--- src/rtl/mem_stage.sv ---
// ---------------------------------------------------------------------------
// mem_stage -- LC-3b memory-access pipeline stage
//
// Takes the instruction leaving execute, runs the data-memory handshake for
// LDR/STR/LDB/STB, the two-access LDI/STI and the TRAP vector fetch, and
// registers the MEM/WB fields consumed by writeback. stall_out freezes the
// upstream stages while an access is outstanding.
//
// Ports:
//   clk, reset        clock, asynchronous active-high reset
//   ex_*              instruction leaving execute (valid, ir, alu_out,
//                     store_data, pc)
//   flush             squash the instruction held in this stage
//   stall_out         freeze IF/ID/EX
//   dmem_*            data-memory request/response handshake
//   wb_*              MEM/WB pipeline register
//
// Optional feature (macro MEM_STAGE_PERF_EN):
//   perf_stall_cycles counts cycles with stall_out=1,
//   perf_mem_ops      counts accepted dmem_resp pulses.
//   Both saturate at 16'hFFFF and clear on reset.
// ---------------------------------------------------------------------------
module mem_stage (
    input  logic        clk,
    input  logic        reset,
    input  logic        ex_valid,
    input  logic [15:0] ex_ir,
    input  logic [15:0] ex_alu_out,
    input  logic [15:0] ex_store_data,
    input  logic [15:0] ex_pc,
    input  logic        flush,
    output logic        stall_out,
    output logic [15:0] dmem_address,
    output logic        dmem_read,
    output logic        dmem_write,
    output logic [1:0]  dmem_wmask,
    output logic [15:0] dmem_wdata,
    input  logic [15:0] dmem_rdata,
    input  logic        dmem_resp,
    output logic        wb_valid,
    output logic [15:0] wb_ir,
    output logic [15:0] wb_alu_out,
    output logic [15:0] wb_mem_data,
    output logic [15:0] wb_pc
`ifdef MEM_STAGE_PERF_EN
    ,
    output logic [15:0] perf_stall_cycles,
    output logic [15:0] perf_mem_ops
`endif
);

    localparam logic [3:0] OP_LDB  = 4'b0010;
    localparam logic [3:0] OP_STB  = 4'b0011;
    localparam logic [3:0] OP_LDR  = 4'b0110;
    localparam logic [3:0] OP_STR  = 4'b0111;
    localparam logic [3:0] OP_LDI  = 4'b1010;
    localparam logic [3:0] OP_STI  = 4'b1011;
    localparam logic [3:0] OP_TRAP = 4'b1111;

    localparam logic [1:0] S_IDLE = 2'd0;
    localparam logic [1:0] S_ACC1 = 2'd1;
    localparam logic [1:0] S_ACC2 = 2'd2;

    logic [1:0]  state_q, state_d;
    logic        squash_q, squash_d;
    logic [15:0] ir_q, addr_q, sdata_q, pc_q;
    logic [15:1] ptr_q;
    logic        wb_valid_q;
    logic [15:0] wb_ir_q, wb_alu_q, wb_mem_q, wb_pc_q;

    logic [3:0]  op_q;
    logic        ex_is_mem;
    logic        two_access;
    logic        squash_now;
    logic        start;
    logic        advance;
    logic        finish;
    logic [15:0] load_data;

    assign op_q       = ir_q[15:12];
    assign ex_is_mem  = (ex_ir[15:12] inside {OP_LDB, OP_STB, OP_LDR, OP_STR,
                                              OP_LDI, OP_STI, OP_TRAP});
    assign two_access = (op_q == OP_LDI) || (op_q == OP_STI);
    // A flush arriving in the response cycle counts as well as an earlier one.
    assign squash_now = squash_q | flush;

    assign start   = (state_q == S_IDLE) && ex_valid && ex_is_mem && !flush;
    // The pointer access of LDI/STI moves on to ACC2 unless squashed, in which
    // case the second access is skipped entirely.
    assign advance = dmem_resp && (state_q == S_ACC1) && two_access && !squash_now;
    assign finish  = dmem_resp && (state_q != S_IDLE) && !advance;

    assign stall_out = start || ((state_q != S_IDLE) && !finish);

    // Request signals depend only on registered state, so they stay steady
    // until the response and drop as soon as reset forces IDLE.
    always_comb begin
        // NOTE: every output gets a default first so no path leaves one
        // unassigned, which would infer a latch.
        dmem_address = '0;
        dmem_read    = 1'b0;
        dmem_write   = 1'b0;
        dmem_wmask   = 2'b00;
        dmem_wdata   = '0;
        case (state_q)
            S_ACC1: begin
                dmem_address = {addr_q[15:1], 1'b0};
                if (op_q == OP_STR) begin
                    dmem_write = 1'b1;
                    dmem_wmask = 2'b11;
                    dmem_wdata = sdata_q;
                end else if (op_q == OP_STB) begin
                    dmem_write = 1'b1;
                    dmem_wmask = addr_q[0] ? 2'b10 : 2'b01;
                    dmem_wdata = {sdata_q[7:0], sdata_q[7:0]};
                end else begin
                    dmem_read = 1'b1;
                end
            end
            S_ACC2: begin
                dmem_address = {ptr_q, 1'b0};
                if (op_q == OP_STI) begin
                    dmem_write = 1'b1;
                    dmem_wmask = 2'b11;
                    dmem_wdata = sdata_q;
                end else begin
                    dmem_read = 1'b1;
                end
            end
            default: ;
        endcase
    end

    // Byte loads pick the lane selected by the low address bit (1 = high).
    always_comb begin
        load_data = '0;
        case (op_q)
            OP_LDR, OP_LDI, OP_TRAP: load_data = dmem_rdata;
            OP_LDB: load_data = addr_q[0] ? {8'h00, dmem_rdata[15:8]}
                                          : {8'h00, dmem_rdata[7:0]};
            default: ;
        endcase
    end

    always_comb begin
        state_d  = state_q;
        squash_d = squash_q;
        case (state_q)
            S_IDLE: begin
                squash_d = 1'b0;
                if (start) state_d = S_ACC1;
            end
            S_ACC1, S_ACC2: begin
                if (advance) begin
                    state_d = S_ACC2;
                end else if (finish) begin
                    state_d  = S_IDLE;
                    squash_d = 1'b0;
                end else begin
                    squash_d = squash_now;
                end
            end
            default: state_d = S_IDLE;
        endcase
    end

    // NOTE: sequential state uses non-blocking assignments so every register
    // samples pre-edge values regardless of statement order.
    always_ff @(posedge clk or posedge reset) begin
        if (reset) begin
            state_q    <= S_IDLE;
            squash_q   <= 1'b0;
            ir_q       <= '0;
            addr_q     <= '0;
            sdata_q    <= '0;
            pc_q       <= '0;
            ptr_q      <= '0;
            wb_valid_q <= 1'b0;
            wb_ir_q    <= '0;
            wb_alu_q   <= '0;
            wb_mem_q   <= '0;
            wb_pc_q    <= '0;
        end else begin
            state_q  <= state_d;
            squash_q <= squash_d;
            if (state_q == S_IDLE) begin
                if (start) begin
                    ir_q       <= ex_ir;
                    addr_q     <= ex_alu_out;
                    sdata_q    <= ex_store_data;
                    pc_q       <= ex_pc;
                    wb_valid_q <= 1'b0;  // bubble while the access runs
                end else begin
                    wb_valid_q <= ex_valid & ~flush;
                    wb_ir_q    <= ex_ir;
                    wb_alu_q   <= ex_alu_out;
                    wb_mem_q   <= '0;
                    wb_pc_q    <= ex_pc;
                end
            end else if (advance) begin
                ptr_q      <= dmem_rdata[15:1];
                wb_valid_q <= 1'b0;
            end else if (finish) begin
                wb_valid_q <= ~squash_now;
                wb_ir_q    <= ir_q;
                wb_alu_q   <= addr_q;
                wb_mem_q   <= load_data;
                wb_pc_q    <= pc_q;
            end else begin
                wb_valid_q <= 1'b0;
            end
        end
    end

    assign wb_valid    = wb_valid_q;
    assign wb_ir       = wb_ir_q;
    assign wb_alu_out  = wb_alu_q;
    assign wb_mem_data = wb_mem_q;
    assign wb_pc       = wb_pc_q;

`ifdef MEM_STAGE_PERF_EN
    logic [15:0] perf_stall_q, perf_ops_q;

    always_ff @(posedge clk or posedge reset) begin
        if (reset) begin
            perf_stall_q <= '0;
            perf_ops_q   <= '0;
        end else begin
            if (stall_out && perf_stall_q != 16'hFFFF)
                perf_stall_q <= perf_stall_q + 16'd1;
            if (dmem_resp && state_q != S_IDLE && perf_ops_q != 16'hFFFF)
                perf_ops_q <= perf_ops_q + 16'd1;
        end
    end

    assign perf_stall_cycles = perf_stall_q;
    assign perf_mem_ops      = perf_ops_q;
`endif

endmodule

--- config.mk ---
export PLATFORM = sky130hd
export DESIGN_NAME = mem_stage
export DESIGN_NICKNAME = d
export VERILOG_FILES = /design/src/rtl/mem_stage.sv
export SDC_FILE = /design/constraint.sdc
export NUM_CORES = 1
export LEC_CHECK = 0
export ABC_AREA = 1
export BUFFER_PORTS_ARGS = -buffer_cell sky130_fd_sc_hd__buf_2
export CAP_MARGIN = 5
export CORE_MARGIN = 8
export CORE_UTILIZATION = 25
export CTS_CLUSTER_DIAMETER = 200
export DETAILED_ROUTE_END_ITERATION = 10
export PLACE_DENSITY_LB_ADDON = 0.15
export SYNTH_ARGS = -nofsm -noshare
export SYNTH_HDL_FRONTEND = slang
export SYNTH_SLANG_ARGS = --single-unit
--- constraint.sdc ---
create_clock -name clk -period 12.65 [get_ports clk]
set_input_delay 0.6325 -clock clk [delete_from_list [all_inputs] [get_ports clk]]
set_output_delay 0.6325 -clock clk [all_outputs]
set_load 0.02 [all_outputs]
==> flow_metrics.tcl, run 1 <==
set metrics [dict create \
    status "finished clean" \
    cts_buffer_depth 2 \
    syn_inst 922 \
    via_per_inst 4.18 \
    track_usage_pct 14.1 \
    yosys.area.top_type_share_pct 52.9 \
    root_buffer "clkbuf_16" \
    cts.sinks 147 \
    crit_top_cell "nand2_1" \
    rsz0062_at_grt "no" \
    power_leakage_nw 4.66 \
    ant_nets 0 \
    crit_chain "inv_1, ha_1, inv_1, nor2_1, nand2_1, nand2_1, nand2_1, nand2_2, buf_4, buf_2" \
    synth.distinct_cells 24 \
    holdBufCountCts 0 \
    drc 0 \
    start_util_pct 25.2 \
    relSlewSlack_pct 32.2 \
    synth_nets 1011 \
    grt_util_met1_pct 17.4 \
    critPathLaunchType "flop" \
    ios 187 \
    grt_start_max_net_pins 90 \
    max_stage_delay_ns 0.64 \
    ys_seq_area_share_pct 52.9 \
    wirelength_mm 22.9 \
    worst_slew_pin_slew_ns 1.01 \
    diodes 0 \
    wl_per_cell_um 15.5 \
    clk_latency_ns 0.43 \
    cts_resized 0 \
    synth_top_family_by_area "simple AND/OR/NAND/NOR gates" \
    die_height_um 183 \
    antenna_found_initial 2 \
    arrival_ns 3.11 \
    mostFrequentLayoutCell "nand2_1" \
    grt_pass1_wl_mm 36.7 \
    grt_use_met3_pct 4.19 \
    post-cts-setup-buffers 0 \
    rr_endpoint "wb_alu_out[6]" \
    fin_nets 1171 \
    busiest_layer "met2" \
    synthSimpleGateAreaFrac_pct 26.2 \
    die_w_um 183 \
    setup.worst_path.class "flop to output port" \
    gp_congestion 0.740 \
    globalRouteOverflowTotal 0 \
    ys_ff_latch 147 \
    finClkSkew_ns 0.0185 \
    synthMuxAreaShare_pct 0 \
    synth-compound-area-share_pct 12.2 \
    portBuffers 185 \
    via_count 6164 \
    synth.avg_cell_area_um2 7.54 \
    use_met2_pct 23.5 \
    cts_tree "built" \
    fin_setup_tns_ns 0 \
    synth_warnings 0 \
    max_freq_mhz 267 \
    hpwl_mm 15.8 \
    hold_violations 0 \
    min_period_ns 3.74 \
    first_iter_violations 358 \
    ir_drop_mv 0.0861 \
    rows 61 \
    setup_viol 0 \
    crit_path_end_kind "output port" \
    synth.top_cells.by_area "dfrtp_1 53%, nand2_1 23%, o21ai_0 9.6%" \
    timing.max_cap.violations 0 \
    cts-buffers-inserted 17 \
    drv_slew 0 \
    p_per_area_mw_per_mm2 231 \
    htreeDepth 4 \
    clk_pin_slew_ns 0.07 \
    die_area_mm2 0.0334 \
    drive_above_1_share_pct 21.5 \
    critPathMaxFanout 65 \
    whs_ns 0.395 \
    synth.largest_area_cell "dfrtp_1" \
    grt_pass1_vias 6485 \
    hold_path.class "input port to asynchronous set/reset pin" \
    fin_crit_sh_pct 29.6 \
    drt_pass1_iterations 4 \
    synthAdderAreaFrac_pct 0.720 \
    worstRegToRegCells 10 \
    r2r_start "state_q[0]" \
    crit_required_ns 12.02 \
    r2r_slack_ns 9.87 \
    area_growth_syn_to_layout_pct 26.0 \
    synthXorXnorAreaFrac_pct 0 \
    cp_slowest_cell "buf_4" \
    core_mm2 0.0276 \
    final_cell_mix "426 x nand2_1, 185 x buf_2, 147 x dfrtp_1" \
    syn-cell-area_mm2 0.00695 \
]
[stage by stage]
stage	setup WS (ns)	total power [mW]	std cells	cell area, um^2	util (%)
2_1_floorplan	8.07	1.26	922	6950	-
3_3_place_gp	9.34	1.53	1441	8170	29.6
3_5_place_dp	9.27	1.53	1441	8170	29.6
4_1_cts	8.80	2.07	1473	8760	31.8
5_1_grt	8.55	2.20	1473	8760	31.8
6_report	8.91	2.02	1473	8760	31.8
[worst max-delay path, delay by kind of cell (launching register included)]
family	cells	cell delay [ns]
fa+ha+maj	1	0.56
simple gates	5	0.49
buf+inv	4	1.19
flops	1	0.41
[flip-flops by register name, summed over array words and instances, names as in the netlist]
| signal | flops |
|---|---|
| addr_q | 16 |
| ir_q | 16 |
| pc_q | 16 |
| ptr_q | 15 |
| sdata_q | 16 |
| squash_q | 1 |
| state_q | 2 |
| wb_alu_out | 16 |
| wb_ir | 16 |
| wb_mem_data | 16 |
| wb_pc | 16 |
| wb_valid | 1 |
[worst max path at each step]
stage	endpoint	depth (start not counted)	slack, ns	from
after floorplan	addr_q[0]	1	8.07	reset
after global placement	stall_out	10	9.34	state_q[1]
after detailed placement	stall_out	10	9.27	state_q[1]
after CTS	stall_out	10	8.80	state_q[1]
after global routing	dmem_wmask[0]	7	8.55	state_q[1]
final	stall_out	10	8.91	state_q[1]
[cells in the mapped netlist (all sizes together)]
library cell    n
nand2         429
inv            77
nor2           18
clkbuf         21
o211ai          1
ha              4
nand3          22
conb            1
or2             1
a21oi          27
dfrtp         147
o21ai         141
clkinv          2
buf            29
nor3            2
[report_power, final]
group	leakage, nW	total, mW	switching (mW)	internal, mW
combinational	2.51	0.731	0.514	0.217
clock	0.294	0.519	0.237	0.282
sequential	1.86	0.769	0.114	0.654
[metal layers]
layer	vias to the layer above	share of wire, %
met5	-	0.079
met4	4	1.5
met3	19	5.6
met2	125	47
met1	2825	46
li1	3191	-
[final cells by class]
cell class              count  area [um^2]
inverters                  79          302
clock buffers              17          425
repair buffers            191          971
clock inverters            15          166
well taps                 378          473
multi-input cells         646         2740
flip-flops and latches    147         3680
fillers                  3031        18800
[cell families (layout without fill, tap and decap cells)]
kind of cell	Yosys count	in the layout
buffers and inverters	129	302
other	1	1
AOI/OAI and AO/OA	169	169
adders and majority gates	4	4
and+or+nand+nor	472	472
DFF	147	147
Power figures use the tool's default switching activity.
==> inputs of run 2 (changes only) <==
==> constraint.sdc (replaced) <==
create_clock -name clk -period 3.15 [get_ports clk]
set_input_delay 0.1575 -clock clk [delete_from_list [all_inputs] [get_ports clk]]
set_output_delay 0.1575 -clock clk [all_outputs]
set_load 0.02 [all_outputs]
==> run 2 against run 1 <==
  * Non-clock buffer count grew 62
  * First-iteration DRC count shrank 20%
  * The flow now finishes with violations (negative hold slack)
  * Sequential share of layout area shrank 2.7 points
  * Setup slack lost 8.6 ns
  * Die area is the same
  * Hold slack lost 0.52 ns
  * Routed wire length shrank 0.67%
  * Global-route usage shrank 0.13 points
  * Sequential power grew to 4.0 times the previous value
==> flow_metrics.tcl, run 2 (synthesis results as in run 1) <==
set metrics [dict create \
    status "finished with violations" \
    violations "negative hold slack" \
    min_period_ns 2.88 \
    mostFrequentLayoutCell "nand2_1" \
    critPathMaxFanout 13 \
    crit_required_ns 2.99 \
    grt_pass1_vias 6616 \
    crit_chain "inv_2, nand2_1, inv_1, nand3_1, clkinv_1, o21ai_1, buf_4, a21oi_1, buf_2" \
    drive_above_1_share_pct 20.7 \
    hpwl_mm 15.8 \
    p_per_area_mw_per_mm2 869 \
    die_height_um 183 \
    hold_violations 41 \
    crit_path_end_kind "output port" \
    cts-buffers-inserted 17 \
    clk_latency_ns 0.42 \
    fin_setup_tns_ns 0 \
    final_cell_mix "426 x nand2_1, 185 x buf_2, 147 x dfrtp_1" \
    setup_viol 0 \
    wirelength_mm 22.7 \
    rows 61 \
    drv_slew 0 \
    die_w_um 183 \
    via_per_inst 4.17 \
    timing.max_cap.violations 0 \
    critPathLaunchType "flop" \
    first_iter_violations 285 \
    power_leakage_nw 4.91 \
    wl_per_cell_um 14.8 \
    diodes 0 \
    cp_slowest_cell "dfrtp_1" \
    cts.sinks 147 \
    root_buffer "clkbuf_16" \
    cts_tree "built" \
    max_freq_mhz 347 \
    grt_pass1_wl_mm 36.9 \
    grt_start_max_net_pins 148 \
    switching_share_pct 41.5 \
    fin_crit_sh_pct 91.5 \
    whs_ns -0.126 \
    arrival_ns 2.73 \
    max_stage_delay_ns 0.59 \
    antenna_found_initial 0 \
    drc 0 \
    ant_nets 0 \
    core_mm2 0.0276 \
    dp_cells 1448 \
    seqPwrFrac_pct 37.9 \
    ir_drop_mv 0.300 \
    power_frac_clock_pct 25.2 \
    die_area_mm2 0.0334 \
    gp_congestion 0.782 \
    worst_slew_pin_slew_ns 0.967 \
    cellInternalPower_mw 4.76 \
    start_util_pct 25.2 \
    p_comb_share_pct 36.8 \
    track_usage_pct 13.9 \
    cts_resized 0 \
    drt_pass1_iterations 4 \
    clk_pin_slew_ns 0.07 \
    nFillCells 3005 \
    finClkSkew_ns 0.00917 \
    globalRouteOverflowTotal 0 \
    via_count 6398 \
    portBuffers 185 \
    ios 187 \
    setup.worst_path.class "flop to output port" \
    fin_nets 1233 \
    htreeDepth 4 \
    rsz0062_at_grt "no" \
    p_switching_mw 3.37 \
    hold_path.class "input port to asynchronous set/reset pin" \
    cts_buffer_depth 2 \
    fin_cells 1535 \
    area_growth_syn_to_layout_pct 34.6 \
    relSlewSlack_pct 35.5 \
]
-- run 2: cell count changes in the layout (fill, tap and decap cells not counted) --
cell           change
bufinv_16          +1
dlygate4sd3_1     +55
buf_4              +6
clkinvlp_4         +5
inv_6              -4
clkinv_4           -2
clkinv_2           +2
clkbuf_8           +1
buf_12             +1
clkbuf_1           +2
inv_8              -4
clkinv_8           -1
-- run 2: layer usage --
layer | GRT usage [%] | vias up | routed length [um]
li1 | - | 3308 | -
met1 | 18.1 | 2934 | 10700
met2 | 23.0 | 143 | 10700
met3 | 3.30 | 13 | 1090
met4 | 3.55 | 0 | 217
met5 | 0 | - | 0
-- run 2: area by class of cell --
cell class | count | area (um^2) | area share [%]
flip-flops and latches | 147 | 3680 | 39.3
multi-input cells | 646 | 2740 | 29.3
repair buffers | 253 | 1590 | 17.0
well taps | 378 | 473 | 5.05
clock buffers | 20 | 447 | 4.77
inverters | 79 | 300 | 3.21
clock inverters | 12 | 131 | 1.40
-- run 2: stage by stage --
stage / util (%) / power (mW) / cell area (um^2) / setup slack, ns
after floorplan: - / 5.06 / 6960 / 1.15
after global placement: 29.9 / 6.13 / 8230 / 0.741
after detailed placement: 29.9 / 6.14 / 8230 / 0.713
after CTS: 34.0 / 8.32 / 9360 / 0.249
after global routing: 34.0 / 8.84 / 9360 / 0.0484
final: 34.0 / 8.13 / 9360 / 0.267
-- run 2: worst paths after layout --
path | startpoint | to | slack [ns] | cells past startpoint
setup / recovery | ir_q[14] | dmem_wmask[1] | 0.27 | 9
hold / removal | reset | wb_mem_data[10] | -0.13 | 3
setup reg to reg | state_q[0] | wb_ir[9] | 0.80 | 8
hold reg to reg | wb_mem_data[10] | wb_mem_data[10] | 0.46 | 2
max in group asynchronous | reset | wb_mem_data[8] | 2.46 | 3
min in group clk | ex_pc[4] | pc_q[4] | 0.02 | 3
-- run 2: critical path: cells and delay by family, from the launching register on --
| family | cells | cell delay (ns) |
|---|---|---|
| buf+inv | 5 | 0.88 |
| flops | 1 | 0.59 |
| compound gates | 2 | 0.57 |
| simple gates | 2 | 0.25 |
-- run 2: repair_timing --
item	CTS	global route
hold buffers	55	0
buffers inserted	0	0
endpoints found under the hold margin	55	0
-- run 2: power by group through the flow --
stage,Clock [mW],Sequential (mW),Combinational [mW]
after floorplan,0,3.41,1.65
after global placement,0,3.12,3.01
after detailed placement,0,3.13,3.02
after CTS,2.13,3.10,3.09
after global routing,2.20,3.19,3.44
final,2.05,3.08,3.00
==> inputs of run 3 (changes only) <==
--- a/config.mk
+++ b/config.mk
@@ -13,6 +13,7 @@
 export CTS_CLUSTER_DIAMETER = 200
 export DETAILED_ROUTE_END_ITERATION = 10
 export PLACE_DENSITY_LB_ADDON = 0.15
+export REMOVE_ABC_BUFFERS = 1
 export SYNTH_ARGS = -nofsm -noshare
 export SYNTH_HDL_FRONTEND = slang
 export SYNTH_SLANG_ARGS = --single-unit
==> run 3 against run 2 <==
  * The run now ends clean
  * Critical path depth fell by 1
  * Global-route usage rose by 0.17 points
  * First-iteration DRC count rose by 50%
  * Final area rose by 2.0%
  * Clock power barely moved
  * Final cell count rose by 1.2%
==> flow_metrics.tcl, run 3 (synthesis results as in run 1) <==
set metrics [dict create \
    status "finished clean" \
    nFillCells 2930 \
    fin_nets 1250 \
    placed_area_mm2 0.00825 \
    postLayoutCoreUtil_pct 34.6 \
    gp_congestion 0.784 \
    grt_pass1_wl_mm 37.0 \
    ios 187 \
    clk_latency_ns 0.42 \
    critPathMaxFanout 13 \
    dp_cells 1451 \
    fin_crit_sh_pct 87.4 \
    max_freq_mhz 363 \
    drive_above_1_share_pct 20.8 \
    worst_slew_pin_slew_ns 1.03 \
    drc 0 \
    finClkSkew_ns 0.00797 \
    fin_cells 1554 \
    finalPower_mw 8.19 \
    first_iter_violations 428 \
    root_buffer "clkbuf_16" \
    final_cell_mix "426 x nand2_1, 185 x buf_2, 147 x dfrtp_1" \
    cts_buffer_depth 2 \
    area_growth_syn_to_layout_pct 37.2 \
    via_count 6446 \
    cts-buffers-inserted 17 \
    die_w_um 183 \
    p_per_area_mw_per_mm2 858 \
    final-seq-area_mm2 0.00368 \
    setup.worst_path.class "flop to output port" \
    path_buf_inv 4 \
    hpwl_mm 15.8 \
    drv_slew 0 \
    drt_pass1_iterations 5 \
    layout_setup_ws_ns 0.396 \
    cts_resized 0 \
    ant_nets 0 \
    mostFrequentLayoutCell "nand2_1" \
    pre_cts_ws_ns 0.679 \
    die_area_mm2 0.0334 \
    crit_required_ns 2.99 \
    portBuffers 185 \
    track_usage_pct 14.1 \
    cp_slowest_cell "o21ai_1" \
    post-cts-setup-buffers 0 \
    critPathTopFamily "compound AO/OA/AOI/OAI gates" \
    grt_start_max_net_pins 88 \
    holdBufCountCts 69 \
    cts_tree "built" \
    max_stage_delay_ns 0.66 \
    critPathLaunchType "flop" \
    grt_pass1_vias 6476 \
    antenna_found_initial 2 \
    die_height_um 183 \
    ir_drop_mv 0.321 \
    start_util_pct 25.2 \
    multi_input_area_mm2 0.00274 \
    wirelength_mm 23.1 \
    crit_path_end_kind "output port" \
    fin_setup_tns_ns 0 \
    fin_area_mm2 0.00954 \
    power_leakage_nw 4.99 \
    rows 61 \
    arrival_ns 2.60 \
    htreeDepth 4 \
    cts.sinks 147 \
    whs_ns 0.0203 \
    crit_chain "inv_2, nand2_1, inv_1, nand3_1, clkinv_1, o21ai_1, a21oi_1, buf_2" \
    rsz0062_at_grt "no" \
    globalRouteOverflowTotal 0 \
    via_per_inst 4.15 \
    min_period_ns 2.75 \
    wl_per_cell_um 14.9 \
    timing.max_cap.violations 0 \
    relSlewSlack_pct 31.3 \
    clk_pin_slew_ns 0.06 \
    core_mm2 0.0276 \
    setup_viol 0 \
    hold_violations 0 \
    hold_path.class "input port to flop" \
]
## run 3: metal layers
metal	vias up	global-route usage, %	wire length (um)
li1	3353	-	-
met1	2947	19.3	11400
met2	131	21.4	10100
met3	13	4.37	1370
met4	2	3.22	182
met5	-	0	8
## run 3: final timing paths
check / end / start / slack [ns] / cells after the start
worst min register to register: wb_mem_data[9] / wb_mem_data[9] / 0.47 / 2
worst max register to register: wb_pc[15] / state_q[1] / 0.72 / 10
worst max-delay path: dmem_wmask[0] / ir_q[14] / 0.40 / 8
min in group asynchronous: addr_q[14] / reset / 0.39 / 3
worst min-delay path: ptr_q[7] / dmem_rdata[7] / 0.02 / 3
max in group asynchronous: sdata_q[3] / reset / 1.96 / 4
## run 3: worst register-to-register path: cells and delay by family, from the launching register on
kind	cells	cell delay [ns]
buffers and inverters	3	0.58
adders and majority gates	1	0.20
DFF	1	0.41
and+or+nand+nor	5	0.39
AOI/OAI and AO/OA	1	0.81
## run 3: final cells by class
class	count	area share [%]
Clock inverter	13	1.56
Multi-Input combinational cell	646	28.7
Sequential cell	147	38.6
Antenna cell	2	0.0525
Clock buffer	19	4.64
Inverter	79	3.16
Timing Repair Buffer	270	18.3
Tap cell	378	4.96
## run 3: report_power, final
part	total (mW)	switching (mW)	internal, mW
Combinational	3.05	2.09	0.964
Sequential	3.06	0.433	2.63
Clock	2.07	0.870	1.20
